$ cat src/rtl/mult_ctrl_taint_if.sv
// Handshake and strobe bundle between a shift-add multiplier controller and its
// requester/datapath. The controller connects through the slave modport.
interface mult_ctrl_taint_if #(
  parameter int WIDTH = 4
);
  logic             start;
  logic             start_t;
  logic [WIDTH-1:0] mr_bits;
  logic [WIDTH-1:0] mr_bits_t;
  logic             mrld;
  logic             mdld;
  logic             rsclear;
  logic             rsload;
  logic             rsshr;
  logic             mrld_t;
  logic             mdld_t;
  logic             rsclear_t;
  logic             rsload_t;
  logic             rsshr_t;
  logic             busy;
  logic             done;
  logic             done_t;

  modport master (
    output start, start_t, mr_bits, mr_bits_t,
    input  mrld, mdld, rsclear, rsload, rsshr,
    input  mrld_t, mdld_t, rsclear_t, rsload_t, rsshr_t,
    input  busy, done, done_t
  );

  modport slave (
    input  start, start_t, mr_bits, mr_bits_t,
    output mrld, mdld, rsclear, rsload, rsshr,
    output mrld_t, mdld_t, rsclear_t, rsload_t, rsshr_t,
    output busy, done, done_t
  );
endinterface

$ cat src/rtl/mult_ctrl_taint.sv
// Shift-add multiplier control FSM with taint propagation on every strobe.
// Optional MULT_CTRL_STICKY_TAINT_EN makes per-iteration taint sticky for the whole operation.
module mult_ctrl_taint #(
  parameter int WIDTH = 4
) (
  input  logic              clk,
  input  logic              rst_n,
  mult_ctrl_taint_if.slave  bus
);
  localparam int CNT_W = (WIDTH > 1) ? $clog2(WIDTH) : 1;
  localparam logic [CNT_W-1:0] CNT_LAST = CNT_W'(WIDTH - 1);

  typedef enum logic [2:0] {IDLE, INIT, TEST, ADD, SHIFT, DONE} state_t;

  state_t           state;
  state_t           state_nxt;
  logic [CNT_W-1:0] cnt;
  logic             st_t;
  logic             dec_t;
  logic             acc_t;
  logic             iter_t;
  logic             init_s;
  logic             load_s;
  logic             shr_s;
  logic             done_s;

  // NOTE: registers use non-blocking assignments so every flop samples pre-edge values.
  always_ff @(posedge clk or negedge rst_n) begin
    if (!rst_n) state <= IDLE;
    else        state <= state_nxt;
  end

  always_ff @(posedge clk or negedge rst_n) begin
    if (!rst_n) begin
      cnt   <= '0;
      st_t  <= 1'b0;
      dec_t <= 1'b0;
      acc_t <= 1'b0;
    end else begin
      case (state)
        IDLE:  if (bus.start) st_t <= bus.start_t;
        INIT: begin
          cnt   <= '0;
          acc_t <= 1'b0;
        end
        TEST: begin
          dec_t <= bus.mr_bits_t[cnt];
          acc_t <= acc_t | bus.mr_bits_t[cnt];
        end
        // The counter saturates on the last bit so it never wraps mid-operation.
        SHIFT: if (cnt != CNT_LAST) cnt <= cnt + 1'b1;
        default: ;
      endcase
    end
  end

  // NOTE: every output of this block gets a default first, so no latch can be inferred.
  always_comb begin
    state_nxt = state;
    init_s    = 1'b0;
    load_s    = 1'b0;
    shr_s     = 1'b0;
    done_s    = 1'b0;
    case (state)
      IDLE:  if (bus.start) state_nxt = INIT;
      INIT: begin
        init_s    = 1'b1;
        state_nxt = TEST;
      end
      TEST:  state_nxt = bus.mr_bits[cnt] ? ADD : SHIFT;
      ADD: begin
        load_s    = 1'b1;
        state_nxt = SHIFT;
      end
      SHIFT: begin
        shr_s     = 1'b1;
        state_nxt = (cnt == CNT_LAST) ? DONE : TEST;
      end
      DONE: begin
        done_s    = 1'b1;
        state_nxt = IDLE;
      end
      default: state_nxt = IDLE;
    endcase
  end

`ifdef MULT_CTRL_STICKY_TAINT_EN
  // acc_t already contains dec_t; OR-ing it keeps both registers live in this build.
  assign iter_t = acc_t | dec_t;
`else
  assign iter_t = dec_t;
`endif

  assign bus.mrld      = init_s;
  assign bus.mdld      = init_s;
  assign bus.rsclear   = init_s;
  assign bus.rsload    = load_s;
  assign bus.rsshr     = shr_s;
  assign bus.busy      = (state != IDLE);
  assign bus.done      = done_s;

  assign bus.mrld_t    = init_s & st_t;
  assign bus.mdld_t    = init_s & st_t;
  assign bus.rsclear_t = init_s & st_t;
  assign bus.rsload_t  = load_s & (st_t | iter_t);
  assign bus.rsshr_t   = shr_s  & (st_t | iter_t);
  assign bus.done_t    = done_s & (st_t | acc_t);
endmodule

$ cat src/flat_wrapper.sv
// flat-port wrapper written by rule: the top's interface ports become plain ports
module mult_ctrl_taint_flat 
#(
  parameter int WIDTH = 4
)
  (clk, rst_n, bus_start, bus_start_t, bus_mr_bits, bus_mr_bits_t, bus_mrld, bus_mdld, bus_rsclear, bus_rsload, bus_rsshr, bus_mrld_t, bus_mdld_t, bus_rsclear_t, bus_rsload_t, bus_rsshr_t, bus_busy, bus_done, bus_done_t);
  mult_ctrl_taint_if #(.WIDTH(WIDTH)) bus_i ();
  input  logic clk;
  input  logic rst_n;
  input wire logic [$bits(bus_i.start)-1:0] bus_start;
  input wire logic [$bits(bus_i.start_t)-1:0] bus_start_t;
  input wire logic [$bits(bus_i.mr_bits)-1:0] bus_mr_bits;
  input wire logic [$bits(bus_i.mr_bits_t)-1:0] bus_mr_bits_t;
  output wire logic [$bits(bus_i.mrld)-1:0] bus_mrld;
  output wire logic [$bits(bus_i.mdld)-1:0] bus_mdld;
  output wire logic [$bits(bus_i.rsclear)-1:0] bus_rsclear;
  output wire logic [$bits(bus_i.rsload)-1:0] bus_rsload;
  output wire logic [$bits(bus_i.rsshr)-1:0] bus_rsshr;
  output wire logic [$bits(bus_i.mrld_t)-1:0] bus_mrld_t;
  output wire logic [$bits(bus_i.mdld_t)-1:0] bus_mdld_t;
  output wire logic [$bits(bus_i.rsclear_t)-1:0] bus_rsclear_t;
  output wire logic [$bits(bus_i.rsload_t)-1:0] bus_rsload_t;
  output wire logic [$bits(bus_i.rsshr_t)-1:0] bus_rsshr_t;
  output wire logic [$bits(bus_i.busy)-1:0] bus_busy;
  output wire logic [$bits(bus_i.done)-1:0] bus_done;
  output wire logic [$bits(bus_i.done_t)-1:0] bus_done_t;
  assign bus_i.start = bus_start;
  assign bus_i.start_t = bus_start_t;
  assign bus_i.mr_bits = bus_mr_bits;
  assign bus_i.mr_bits_t = bus_mr_bits_t;
  assign bus_mrld = bus_i.mrld;
  assign bus_mdld = bus_i.mdld;
  assign bus_rsclear = bus_i.rsclear;
  assign bus_rsload = bus_i.rsload;
  assign bus_rsshr = bus_i.rsshr;
  assign bus_mrld_t = bus_i.mrld_t;
  assign bus_mdld_t = bus_i.mdld_t;
  assign bus_rsclear_t = bus_i.rsclear_t;
  assign bus_rsload_t = bus_i.rsload_t;
  assign bus_rsshr_t = bus_i.rsshr_t;
  assign bus_busy = bus_i.busy;
  assign bus_done = bus_i.done;
  assign bus_done_t = bus_i.done_t;
  mult_ctrl_taint #(.WIDTH(WIDTH)) u_core (.clk(clk), .rst_n(rst_n), .bus(bus_i));
endmodule
$ cat config.mk
export PLATFORM = sky130hd
export DESIGN_NAME = mult_ctrl_taint_flat
export DESIGN_NICKNAME = d
export VERILOG_FILES = /design/src/rtl/mult_ctrl_taint_if.sv /design/src/rtl/mult_ctrl_taint.sv /design/src/flat_wrapper.sv
export SDC_FILE = /design/constraint.sdc
export NUM_CORES = 1
export LEC_CHECK = 0
export BUFFER_PORTS_ARGS = -buffer_cell sky130_fd_sc_hd__buf_2
export CAP_MARGIN = 0
export CORE_AREA = 8 8 45 47
export DETAILED_ROUTE_END_ITERATION = 6
export DIE_AREA = 0 0 53 55
export GPL_TIMING_DRIVEN = 0
export HOLD_SLACK_MARGIN = 0.1
export PLACE_DENSITY = 0.72
export SETUP_SLACK_MARGIN = 0.4
export SLEW_MARGIN = 20
export SYNTH_ARGS = -nofsm -noshare
export SYNTH_HDL_FRONTEND = slang
export SYNTH_SLANG_ARGS = --single-unit
$ cat constraint.sdc
create_clock -name clk -period 1.6 [get_ports clk]
set_input_delay 0.32 -clock clk [delete_from_list [all_inputs] [get_ports clk]]
set_output_delay 0.32 -clock clk [all_outputs]
set_load 0.01 [all_outputs]
**After elaboration in Yosys (flattened, before gate mapping)**

Cells that the tools add are included.
Widths: inputs -> output; s select.

- $add $sub $neg: 1
- Multiplexer cells: 15
- $lt $le $gt $ge: 1
- Eq/ne operators: 9
- Div/mod/pow operators: 0
- Multiply operators: 0
- Reduce and logical (&&, ||, !) cells: 6
- Bitwise gates (word level): 7
- Shift-type cells: 0

Operators by type and width:

| kind | count |
|---|---|
| $pmux 3 s5 | 1 |
| $mux 3 | 3 |
| $eq 3x2->1 const B | 2 |
| $eq 3x3->1 const B | 2 |
| $mux 1 | 6 |
| $and 1x1->1 | 4 |
| $bmux 1 s2 | 2 |
| $ne 2x2->1 const B | 2 |
| $pmux 2 s2 | 1 |
| $reduce_and 2->1 | 2 |
| $reduce_bool 2->1 | 2 |
| $eq 3x1->1 const B | 1 |
| $logic_not 3->1 | 1 |
| $lt 2x3->1 const B | 1 |
| $or 1x1->1 | 3 |
| $reduce_bool 3->1 | 1 |
| $add 2x1->2 const B | 1 |
| $eq 2x2->1 const B | 1 |
| $mux 2 | 1 |
| $ne 2x1->1 const B | 1 |
| $pmux 1 s2 | 1 |

- Bits in read-only memories: 0
- Bits in latches: 0
- Flip-flop bits (word level): 8
- Logic and storage cells: 44
- Output and inout port bits: 13
- RAM bits: 0
- Memories kept: 0
- Bits of input ports: 12

**Longest topological paths before layout**

Gate-level depths: netlist of run 1.

- Word-level depth: 4
- Depth in mapped cells: 4
- Depth with buffers taken out: 4

**Worst setup path after synthesis of run 1**

Ideal clock, no wire load.

- Path type: register to output
- Start point: register u_core.state[2]
- End point: output port bus_mrld_t
- Path slack: 0.069 ns
- Path buffers: 2
- Stages on the path, launching flop included: 5
- Arrival time: 1.211 ns
- Data required time: 1.280 ns
- Cell sequence: dfrtp_1 buf_2 nor3b_4 and2_1 buf_4

- Word-level cells in the longest chain between the ends: 3

RTL lines:

| item | RTL line | text |
|---|---|---|
| start: declaration | mult_ctrl_taint.sv:15 | `state_t state;` |
| start signal: assignment | mult_ctrl_taint.sv:30 | `else state <= state_nxt;` |
| $eq 3x1->1 | mult_ctrl_taint.sv:64 | `case (state)` |
| $mux 1 | mult_ctrl_taint.sv:64 |  |
| net bus_mdld | flat_wrapper.sv:15 | `output wire logic [$bits(bus_i.mdld)-1:0] bus_mdld;` |
| $and 1x1->1 | n/a |  |
| end: declaration | flat_wrapper.sv:19 | `output wire logic [$bits(bus_i.mrld_t)-1:0] bus_mrld_t;` |

The timed path passes the listed nets, and every way through them passes these cells.

**Final worst setup path of run 1**

- Start point: register u_core.state[2]
- End point: output port bus_rsclear_t

- Word-level cells in the longest chain between the ends: 3

RTL lines:

| item | RTL line | text |
|---|---|---|
| $eq 3x1->1 | mult_ctrl_taint.sv:64 |  |
| $mux 1 | mult_ctrl_taint.sv:64 |  |
| $and 1x1->1 | mult_ctrl_taint.sv:104 | `assign bus.rsclear_t = init_s & st_t;` |
| end: declaration | flat_wrapper.sv:21 | `output wire logic [$bits(bus_i.rsclear_t)-1:0] bus_rsclear_t;` |

Every way passes these cells.

==> flow_metrics.tcl, run 1 <==
set metrics [dict create \
    place_hpwl_um 988.1 \
    arrival_ns 1.37 \
    cts_max_path_buffers 2 \
    power.ir.vdd_worst_mv 0.9837 \
    wl_per_cell_um 15.29 \
    gp_congestion 0.7857 \
    timing.slew.headroom 0.7298 \
    rows 14 \
    num_io_pins 25 \
    cts_inserted_buffers 3 \
    postSynthRegisterBits 8 \
    first_global_vias 552 \
    worst_hold_path.num_cells 2 \
    cts.clk_slew.worst_paths_ns 0.05 \
    syn-instance-count 52 \
    total_vias_in_the_final_route 571 \
    timing.critical_path.from_type "flip-flop" \
    layout.cells.most_common "sky130_fd_sc_hd__buf_2" \
    hold_path_class "input port to flip-flop" \
    post_synthesis_compound_gate_area_fraction 0.09276 \
    grt_antenna_before_repair 0 \
    drt-total-wl_um 1758 \
    fin_nets 114 \
    cell_pwr_density_nw_per_um2 1947 \
    worst_path_most_repeated_cell "sky130_fd_sc_hd__buf_6" \
    design.die.area_um2 2915 \
    number_of_hold_slack_violations_in_the_final_timing_report 0 \
    critical_path.top_delay_family "simple AND/OR/NAND/NOR gates" \
    power.static_leakage_nw 0.5122 \
    finish.instance_area_um2 1026 \
    placed_cell_area_um2 724.4 \
    cp_data_required_time_ns 1.28 \
    final.setup.worst_slack_ns -0.08608 \
    flow.area_growth_from_synthesis_pct 85.52 \
    critical_path.n_buffers_inverters 3 \
    fraction_of_layout_cells_with_a_size_suffix_above_1 0.7475 \
    fmaxAchievable_mhz 593.1 \
    max_stage_delay_ns 0.39 \
    postLayoutCoreUtil 0.7414 \
    timing.rr.end "u_core.st_t" \
    detail_route.drc_violations 0 \
    fin_worst_hold_slack_ns 0.3021 \
    criticalPathCategory "flip-flop to output port" \
    grt_setup_unrepaired "yes" \
    syn_nets 65 \
    xor_xnor_share_of_the_synthesized_area 0 \
    finalSetupViolCount 9 \
    n_antenna_cell 0 \
    detail_route.vias_per_cell 4.965 \
    synth.yosys.warnings 0 \
    synth_largest_type_area_fraction 0.3620 \
    synth.avg_cell_area_um2 10.64 \
    min_from "bus_start_t" \
    root_buffer "sky130_fd_sc_hd__clkbuf_4" \
    failed_checks "setup timing" \
    tns_ns -0.3926 \
    core_area_um2 1384 \
    firstDrtPassIters 4 \
    reg2reg_setup_slack_ns 0.10 \
    launch_point_of_the_worst_reg_to_reg_path "u_core.state[1]" \
    overflow 0 \
    route.antenna.remaining_nets 0 \
    transition_at_the_pin_with_the_smallest_max_transition_slack_ns 0.4038 \
    start_util 0.3996 \
    simple_gate_fraction_of_synth_area 0.2579 \
    r2r.worst_path.cells 4 \
    path_cells "buf_6 -> nor3b_4 -> and2_4 -> buf_6 -> buf_6" \
    global_route.usage.total 0.1041 \
    cpMaxStageDelayCell "sky130_fd_sc_hd__dfrtp_1" \
    pin_count_of_the_biggest_net_entering_global_routing 11 \
    final.period_utilization 1.054 \
    post-synth-top-area-cell "sky130_fd_sc_hd__dfrtp_1" \
    yosys.cell_types.count 28 \
    synth_top_cells_by_area "sky130_fd_sc_hd__dfrtp_1 (36%), sky130_fd_sc_hd__buf_4 (6.8%), sky130_fd_sc_hd__mux4_1 (4.8%)" \
    count_of_routing_violations_after_the_opening_detailed_route_iteration 2 \
    filler_cell_count 99 \
    synth.yosys.seq_area_share 0.3620 \
    cts-htree-levels 1 \
    cts_num_sinks 8 \
    hold-path-endpoint "u_core.st_t" \
    final_critical_path_time_including_i_o_delays_and_setup_ns 1.686 \
    tritoncts "built" \
    placement.io_buffers 24 \
    synth_top_family_by_area "simple AND/OR/NAND/NOR gates" \
    cap_viol_max_count 0 \
    global_route_wire_length_before_repair_um 2304 \
    chipWidth_um 53 \
    critPathCaptureType "output port" \
    die-height_um 55 \
    layout.cells.most_common_list "sky130_fd_sc_hd__buf_2 (18), sky130_fd_sc_hd__buf_6 (17), sky130_fd_sc_hd__buf_4 (15)" \
    synthAdderAreaFrac 0.02262 \
    synth_mux_area_frac 0.1471 \
    synth_area_um2 553.0 \
    worst-path-max-fanout 5 \
    status "finished, violations left" \
    fin_skew_ns 0.003246 \
    worstSkewPairLatency_ns 0.25 \
    slew_violations 0 \
]
-- layout make-up --
cell class	count	area (um^2)	area share
plain buffers	7	78.83	0.07683
clock buffers	3	22.52	0.02195
inverters	3	18.77	0.01829
multi-input cells	34	359.1	0.3500
flip-flops and latches	8	201.4	0.1963
well taps	16	20.02	0.01951
repair buffers	44	325.3	0.3171
-- per-stage QoR --
stage / setup WS, ns / power (mW) / instances
6_report: -0.08608 / 1.998 / 115
3_5_place_dp: 0.03209 / 1.225 / 92
5_1_grt: -0.1424 / 2.133 / 115
3_3_place_gp: 0.05469 / 1.206 / 92
4_1_cts: -0.08860 / 1.712 / 109
2_1_floorplan: 0.1313 / 1.012 / 52
-- cell families after synthesis --
kind of cell,after synthesis
multiplexers,5
buffers and inverters,10
AND/OR/NAND/NOR,21
AO/OA/AOI/OAI,7
flip-flops,8
adder cells (fa/ha/maj),1
-- repair_timing --
item,CTS,global route
hold buffers,1,0
buffers inserted,12,6
endpoints found under the hold margin,8,0
gates cloned,1,0
pin swaps,9,5
gates resized for setup,14,18
endpoints found under the setup margin,21,21
-- power by group --
group | internal [mW] | switching, mW | total [mW] | leakage, nW
registers | 0.301 | 0.0704 | 0.372 | 0.100
clock network | 0.0857 | 0.0668 | 0.152 | 0.0138
logic | 0.840 | 0.633 | 1.47 | 0.398
-- worst register-to-register path, stage by stage (launching register included) --
cell	delay, ns
sky130_fd_sc_hd__dfrtp_1	0.38
sky130_fd_sc_hd__buf_6	0.15
sky130_fd_sc_hd__buf_6	0.12
sky130_fd_sc_hd__nor4b_1	0.37
sky130_fd_sc_hd__mux2_2	0.38
-- registers in the layout, indices dropped and copies added, names as in the netlist --
signal	cells
u_core.state	3
u_core.acc_t	1
u_core.cnt	2
u_core.st_t	1
u_core.dec_t	1
-- synthesized netlist by cell type (all sizes together) --
library cell and number:
and3 2, dfrtp 8, and2 1, inv 3, mux2i 1, buf 7
nor3b 2, nor4b 2, nand2 6, mux4 2, o21a 1, a21oi 1
nand2b 1, nor2 3, ha 1, nor3 1, nor2b 1, o21ai 2
a41o 1, or2b 1, o31ai 2, or3 1, mux2 2
-- per-layer routing --
layer  up-vias  global-route usage  share of wire  wire [um]
met5         -                   0              0          0
met4         0             0.06466              0          0
met3         0             0.01604          0.061        107
met2        26              0.1719           0.55        962
met1       271              0.1242           0.39        688
li1        274                   -              -          -
-- how the worst max path moves through the flow --
stage	start	end	cells past startpoint
2_1_floorplan	u_core.state[2]	bus_mrld_t	4
3_3_place_gp	u_core.state[2]	bus_rsclear_t	5
3_5_place_dp	u_core.state[2]	bus_rsclear_t	5
4_1_cts	u_core.state[1]	bus_mrld_t	5
5_1_grt	u_core.state[0]	bus_rsclear_t	5
6_report	u_core.state[2]	bus_rsclear_t	5
No activity file was read; power rests on OpenSTA's default activity.
==> run 2: changes to the inputs <==
--- a/config.mk
+++ b/config.mk
@@ -13,7 +13,6 @@
 export GPL_TIMING_DRIVEN = 0
 export HOLD_SLACK_MARGIN = 0.1
 export PLACE_DENSITY = 0.72
-export SETUP_SLACK_MARGIN = 0.4
 export SLEW_MARGIN = 20
 export SYNTH_ARGS = -nofsm -noshare
 export SYNTH_HDL_FRONTEND = slang
==> run 2 against run 1 <==
Compared with the run above:
- the flow still finishes with violations (setup timing)
- critical path type unchanged
- utilization down 14 points
- final cell count down 13%
- register-to-register slack about the same
- total power down 23%
- flip-flop and latch count unchanged
- maximum frequency up 0.33%
- via count down 12%
- cell area down 20%
- first-iteration DRC count up 100%
- clock skew up 0.0097 ns
- sequential share of layout area up 4.6 points
==> flow_metrics.tcl, run 2 (same netlist as run 1, synthesis figures left out) <==
set metrics [dict create \
    gp_congestion 0.7712 \
    flow.area_growth_from_synthesis_pct 49.32 \
    route.antenna.remaining_nets 0 \
    first_global_vias 513 \
    finish.instance_area_um2 825.8 \
    chipWidth_um 53 \
    slew_violations 0 \
    worstSkewPairLatency_ns 0.26 \
    arrival_ns 1.36 \
    total_power_mw 1.547 \
    layout.cells.most_common "sky130_fd_sc_hd__buf_2" \
    detail_route.vias_per_cell 5.040 \
    power.ir.vdd_worst_mv 0.7850 \
    path_cells "buf_6 -> nor3b_4 -> and2_4 -> buf_6 -> buf_6" \
    global_route.usage.total 0.1008 \
    cp_data_required_time_ns 1.28 \
    place_hpwl_um 1149 \
    global_route_wire_length_before_repair_um 2180 \
    hold_path_class "input port to flip-flop" \
    n_antenna_cell 0 \
    pin_count_of_the_biggest_net_entering_global_routing 11 \
    status "finished, violations left" \
    fin_skew_ns 0.01296 \
    transition_at_the_pin_with_the_smallest_max_transition_slack_ns 0.2859 \
    final.setup.worst_slack_ns -0.08057 \
    worst-path-max-fanout 6 \
    total_vias_in_the_final_route 504 \
    largest_register_ff_count 3 \
    timing.slew.headroom 0.8086 \
    power.static_leakage_nw 0.4255 \
    design.die.area_um2 2915 \
    fmaxAchievable_mhz 595.0 \
    cts_inserted_buffers 3 \
    layout.cells.most_common_list "sky130_fd_sc_hd__buf_2 (19), sky130_fd_sc_hd__buf_6 (13), sky130_fd_sc_hd__dfrtp_1 (8)" \
    placed_cell_area_um2 693.2 \
    final_critical_path_time_including_i_o_delays_and_setup_ns 1.681 \
    cts-htree-levels 1 \
    cts.clk_slew.worst_paths_ns 0.06 \
    grt_antenna_before_repair 0 \
    grt_setup_unrepaired "yes" \
    die-height_um 55 \
    cpMaxStageDelayCell "sky130_fd_sc_hd__dfrtp_1" \
    fin_nets 99 \
    criticalPathCategory "flip-flop to output port" \
    finalSetupViolCount 5 \
    cap_viol_max_count 0 \
    max_stage_delay_ns 0.39 \
    cts_num_sinks 8 \
    largestRegisters "u_core.state x3, u_core.cnt x2" \
    filler_cell_count 123 \
    firstDrtPassIters 4 \
    cts_max_path_buffers 2 \
    wl_per_cell_um 14.31 \
    root_buffer "sky130_fd_sc_hd__clkbuf_4" \
    tns_ns -0.2688 \
    count_of_routing_violations_after_the_opening_detailed_route_iteration 4 \
    tritoncts "built" \
    largest_register "u_core.state" \
    overflow 0 \
    rows 14 \
    final.period_utilization 1.050 \
    timing.critical_path.from_type "flip-flop" \
    cell_pwr_density_nw_per_um2 1873 \
    worst_path_most_repeated_cell "sky130_fd_sc_hd__buf_6" \
    detail_route.drc_violations 0 \
    core_area_um2 1384 \
    start_util 0.3996 \
    num_io_pins 25 \
    fraction_of_layout_cells_with_a_size_suffix_above_1 0.5833 \
    failed_checks "setup timing" \
    placement.io_buffers 24 \
    number_of_hold_slack_violations_in_the_final_timing_report 0 \
    drt-total-wl_um 1431 \
    critPathCaptureType "output port" \
]
## run 2: per-stage QoR
stage               setup slack, ns  hold WS (ns)    util  instances
CTS                        -0.08078        0.2964  0.5561         99
global placement            0.03676        0.1745  0.5009         92
finish                     -0.08057        0.2967  0.5967        100
detailed placement        -0.002637        0.1795  0.5009         92
floorplan                   0.06904       0.02441       -         52
global route                -0.1331        0.3044  0.5967        100
## run 2: area by class of cell
type / instances / area [um^2] / share of cell area
inverter: 3 / 11.26 / 0.01364
tap: 16 / 20.02 / 0.02424
multi-input combinational: 34 / 297.8 / 0.3606
clock buffer: 3 / 22.52 / 0.02727
sequential: 8 / 200.2 / 0.2424
timing repair buffer: 29 / 195.2 / 0.2364
buffer: 7 / 78.83 / 0.09545
## run 2: report_power, final
part | switching, mW | total [mW] | internal, mW
combinational | 0.449 | 1.01 | 0.563
clock | 0.0711 | 0.157 | 0.0860
sequential | 0.0782 | 0.377 | 0.299
## run 2: timing repair
| item | 4_1_cts | 5_1_grt |
|---|---|---|
| hold buffers | 1 | 0 |
| pin swaps | 2 | 2 |
| endpoints found under the hold margin | 8 | 0 |
| setup buffers | 3 | 1 |
| resized for setup | 7 | 12 |
| endpoints found under the setup margin | 9 | 10 |
## run 2: worst paths after layout
check / startpoint / end / slack, ns / cells past startpoint
worst max-delay path: u_core.state[2] / bus_rsclear_t / -0.08 / 5
worst min-delay path: bus_start_t / u_core.st_t / 0.30 / 2
worst max register to register: u_core.cnt[0] / u_core.cnt[0] / 0.10 / 4
worst min register to register: u_core.acc_t / u_core.acc_t / 0.52 / 2
max in group asynchronous: rst_n / u_core.cnt[0] / 0.98 / 2
min in group asynchronous: rst_n / u_core.acc_t / 0.43 / 2
## run 2: critical path: cells and delay by family, from the launching register on
family | cells | cell delay [ns]
simple gates | 2 | 0.40
flops | 1 | 0.39
buf+inv | 3 | 0.32
## run 2: per-layer routing
layer	global-route usage	vias up	wire length (um)	part of all wire
li1	-	245	-	-
met1	0.1058	238	558	0.39
met2	0.1816	19	741	0.52
met3	0.03476	2	123	0.086
met4	0.03879	0	8	0.0056
met5	0	-	0	0
==> run 3: changes to the inputs <==
--- a/config.mk
+++ b/config.mk
@@ -7,13 +7,15 @@
 export LEC_CHECK = 0
 export BUFFER_PORTS_ARGS = -buffer_cell sky130_fd_sc_hd__buf_2
 export CAP_MARGIN = 0
-export CORE_AREA = 8 8 45 47
+export CELL_PAD_IN_SITES_DETAIL_PLACEMENT = 1
+export CELL_PAD_IN_SITES_GLOBAL_PLACEMENT = 2
+export CORE_MARGIN = 8
+export CORE_UTILIZATION = 26
 export DETAILED_ROUTE_END_ITERATION = 6
-export DIE_AREA = 0 0 53 55
 export GPL_TIMING_DRIVEN = 0
 export HOLD_SLACK_MARGIN = 0.1
-export PLACE_DENSITY = 0.72
-export SLEW_MARGIN = 20
+export PLACE_DENSITY_LB_ADDON = 0.1
+export SKIP_CTS_REPAIR_TIMING = 1
 export SYNTH_ARGS = -nofsm -noshare
 export SYNTH_HDL_FRONTEND = slang
 export SYNTH_SLANG_ARGS = --single-unit
==> run 3 against run 2 <==
Compared with the run above:
- the run still ends with setup timing left
- worst hold slack gained 0.0030 ns
- maximum frequency shrank 3.1%
- sequential power is essentially flat
- sequential share of layout area shrank 1.7 points
- combinational power grew 9.9%
- worst setup slack lost 0.053 ns
- via count grew 4.4%
- wire length grew 12%
- register-to-register slack is essentially flat
- largest power group unchanged
==> flow_metrics.tcl, run 3 (same netlist as run 1, synthesis figures left out) <==
set metrics [dict create \
    status "finished, violations left" \
    failed_checks "setup timing" \
    core_area_um2 1982 \
    first_global_vias 549 \
    worst_path_most_repeated_cell "sky130_fd_sc_hd__buf_6" \
    total_vias_in_the_final_route 526 \
    placement.io_buffers 24 \
    power.static_leakage_nw 0.4558 \
    max_stage_delay_ns 0.40 \
    chipWidth_um 62.12 \
    finish.instance_area_um2 887.1 \
    drt-total-wl_um 1607 \
    place_hpwl_um 1219 \
    final_critical_path_time_including_i_o_delays_and_setup_ns 1.734 \
    timing.slew.headroom 0.7914 \
    global_route_wire_length_before_repair_um 2622 \
    fmaxAchievable_mhz 576.8 \
    design.die.area_um2 3859 \
    cts_max_path_buffers 2 \
    cts.clk_slew.worst_paths_ns 0.06 \
    hold_path_class "input port to flip-flop" \
    largestRegisters "u_core.state x3, u_core.cnt x2" \
    critPathCaptureType "output port" \
    worst-path-max-fanout 5 \
    slew_violations 0 \
    overflow 0 \
    worstSkewPairLatency_ns 0.25 \
    placed_cell_area_um2 706.9 \
    final.period_utilization 1.084 \
    flow.area_growth_from_synthesis_pct 60.41 \
    rows 16 \
    finalSetupViolCount 7 \
    n_antenna_cell 0 \
    filler_cell_count 236 \
    final.setup.worst_slack_ns -0.1336 \
    grt_antenna_before_repair 0 \
    route.antenna.remaining_nets 0 \
    global_route.usage.total 0.08186 \
    cts_num_sinks 8 \
    largest_register_ff_count 3 \
    firstDrtPassIters 2 \
    cp_num_cells 5 \
    launch_point_of_the_worst_reg_to_reg_path "u_core.state[2]" \
    grt_setup_unrepaired "yes" \
    postLayoutCoreUtil 0.4476 \
    criticalPathCategory "flip-flop to output port" \
    cpMaxStageDelayCell "sky130_fd_sc_hd__dfrtp_1" \
    die-height_um 62.12 \
    total_power_mw 1.641 \
    fin_nets 106 \
    largest_register "u_core.state" \
    arrival_ns 1.41 \
    detail_route.drc_violations 0 \
    layout.cells.most_common_list "sky130_fd_sc_hd__buf_2 (21), sky130_fd_sc_hd__buf_4 (13), sky130_fd_sc_hd__buf_6 (8), sky130_fd_sc_hd__dfrtp_1 (8), sky130_fd_sc_hd__nand2_1 (6)" \
    transition_at_the_pin_with_the_smallest_max_transition_slack_ns 0.3118 \
    fin_skew_ns 0.01125 \
    pin_count_of_the_biggest_net_entering_global_routing 11 \
    layout.cells.most_common "sky130_fd_sc_hd__buf_2" \
    detail_route.vias_per_cell 4.458 \
    root_buffer "sky130_fd_sc_hd__clkbuf_4" \
    cts-htree-levels 1 \
    path_cells "buf_6 -> nor3b_4 -> and2_4 -> buf_4 -> buf_6" \
    timing.rr.end "u_core.st_t" \
    start_util 0.2790 \
    pre_cts_slack_ns -0.03516 \
    cp_data_required_time_ns 1.28 \
    power.ir.vdd_worst_mv 0.6606 \
    cap_viol_max_count 0 \
    critical_path.top_delay_family "simple AND/OR/NAND/NOR gates" \
    fin_worst_hold_slack_ns 0.2997 \
    wl_per_cell_um 13.62 \
    worst_hold_path.num_cells 2 \
    crit_path_end "bus_rsclear_t" \
    num_io_pins 25 \
    cts_inserted_buffers 3 \
    critical_path.n_buffers_inverters 3 \
    fraction_of_layout_cells_with_a_size_suffix_above_1 0.6484 \
    number_of_hold_slack_violations_in_the_final_timing_report 0 \
    count_of_routing_violations_after_the_opening_detailed_route_iteration 6 \
    reg2reg_setup_slack_ns 0.09 \
    cell_pwr_density_nw_per_um2 1850 \
    critical_path.startpoint "u_core.state[2]" \
    r2r.worst_path.cells 5 \
    gp_congestion 0.6615 \
    tritoncts "built" \
    timing.critical_path.from_type "flip-flop" \
]
run 3: cell types whose count changed in the layout (fill, tap and decap cells not counted), sizes merged:
cell | before | now
buf | 35 | 42
run 3: worst min path at each step:
| stage | start | endpoint | slack, ns |
|---|---|---|---|
| after floorplan | rst_n | u_core.acc_t | 0.02 |
| after global placement | rst_n | u_core.cnt[1] | 0.17 |
| after detailed placement | rst_n | u_core.cnt[1] | 0.18 |
| after CTS | rst_n | u_core.st_t | -0.09 |
| after global routing | bus_start_t | u_core.st_t | 0.30 |
| final | bus_start_t | u_core.st_t | 0.30 |
run 3: layout make-up:
| type | instances | area [um^2] | share of cell area |
|---|---|---|---|
| Multi-Input combinational cell | 34 | 316.6 | 0.3568 |
| Timing Repair Buffer | 36 | 235.2 | 0.2652 |
| Sequential cell | 8 | 200.2 | 0.2257 |
| Buffer | 7 | 67.56 | 0.07616 |
| Tap cell | 27 | 33.78 | 0.03808 |
| Clock buffer | 3 | 22.52 | 0.02539 |
| Inverter | 3 | 11.26 | 0.01269 |
run 3: where the power goes:
part,switching [mW],leakage (nW),total [mW],internal (mW)
Clock,0.0672,0.0138,0.153,0.0858
Sequential,0.0809,0.101,0.380,0.299
Combinational,0.485,0.341,1.11,0.623
run 3: per-layer routing:
layer  part of all wire  track usage  vias up
li1                   -            -      260
met3               0.11      0.03763        0
met1               0.45      0.09938      243
met5                  0            0        -
met4                  0      0.04373        0
met2               0.44       0.1164       23
run 3: per-stage QoR:
stage                     TNS [ns]  cells
after floorplan                  0     52
after global placement    -0.03077    103
after detailed placement  -0.06945    103
after CTS                   -1.486    106
after global routing        -1.222    118
final                      -0.6415    118
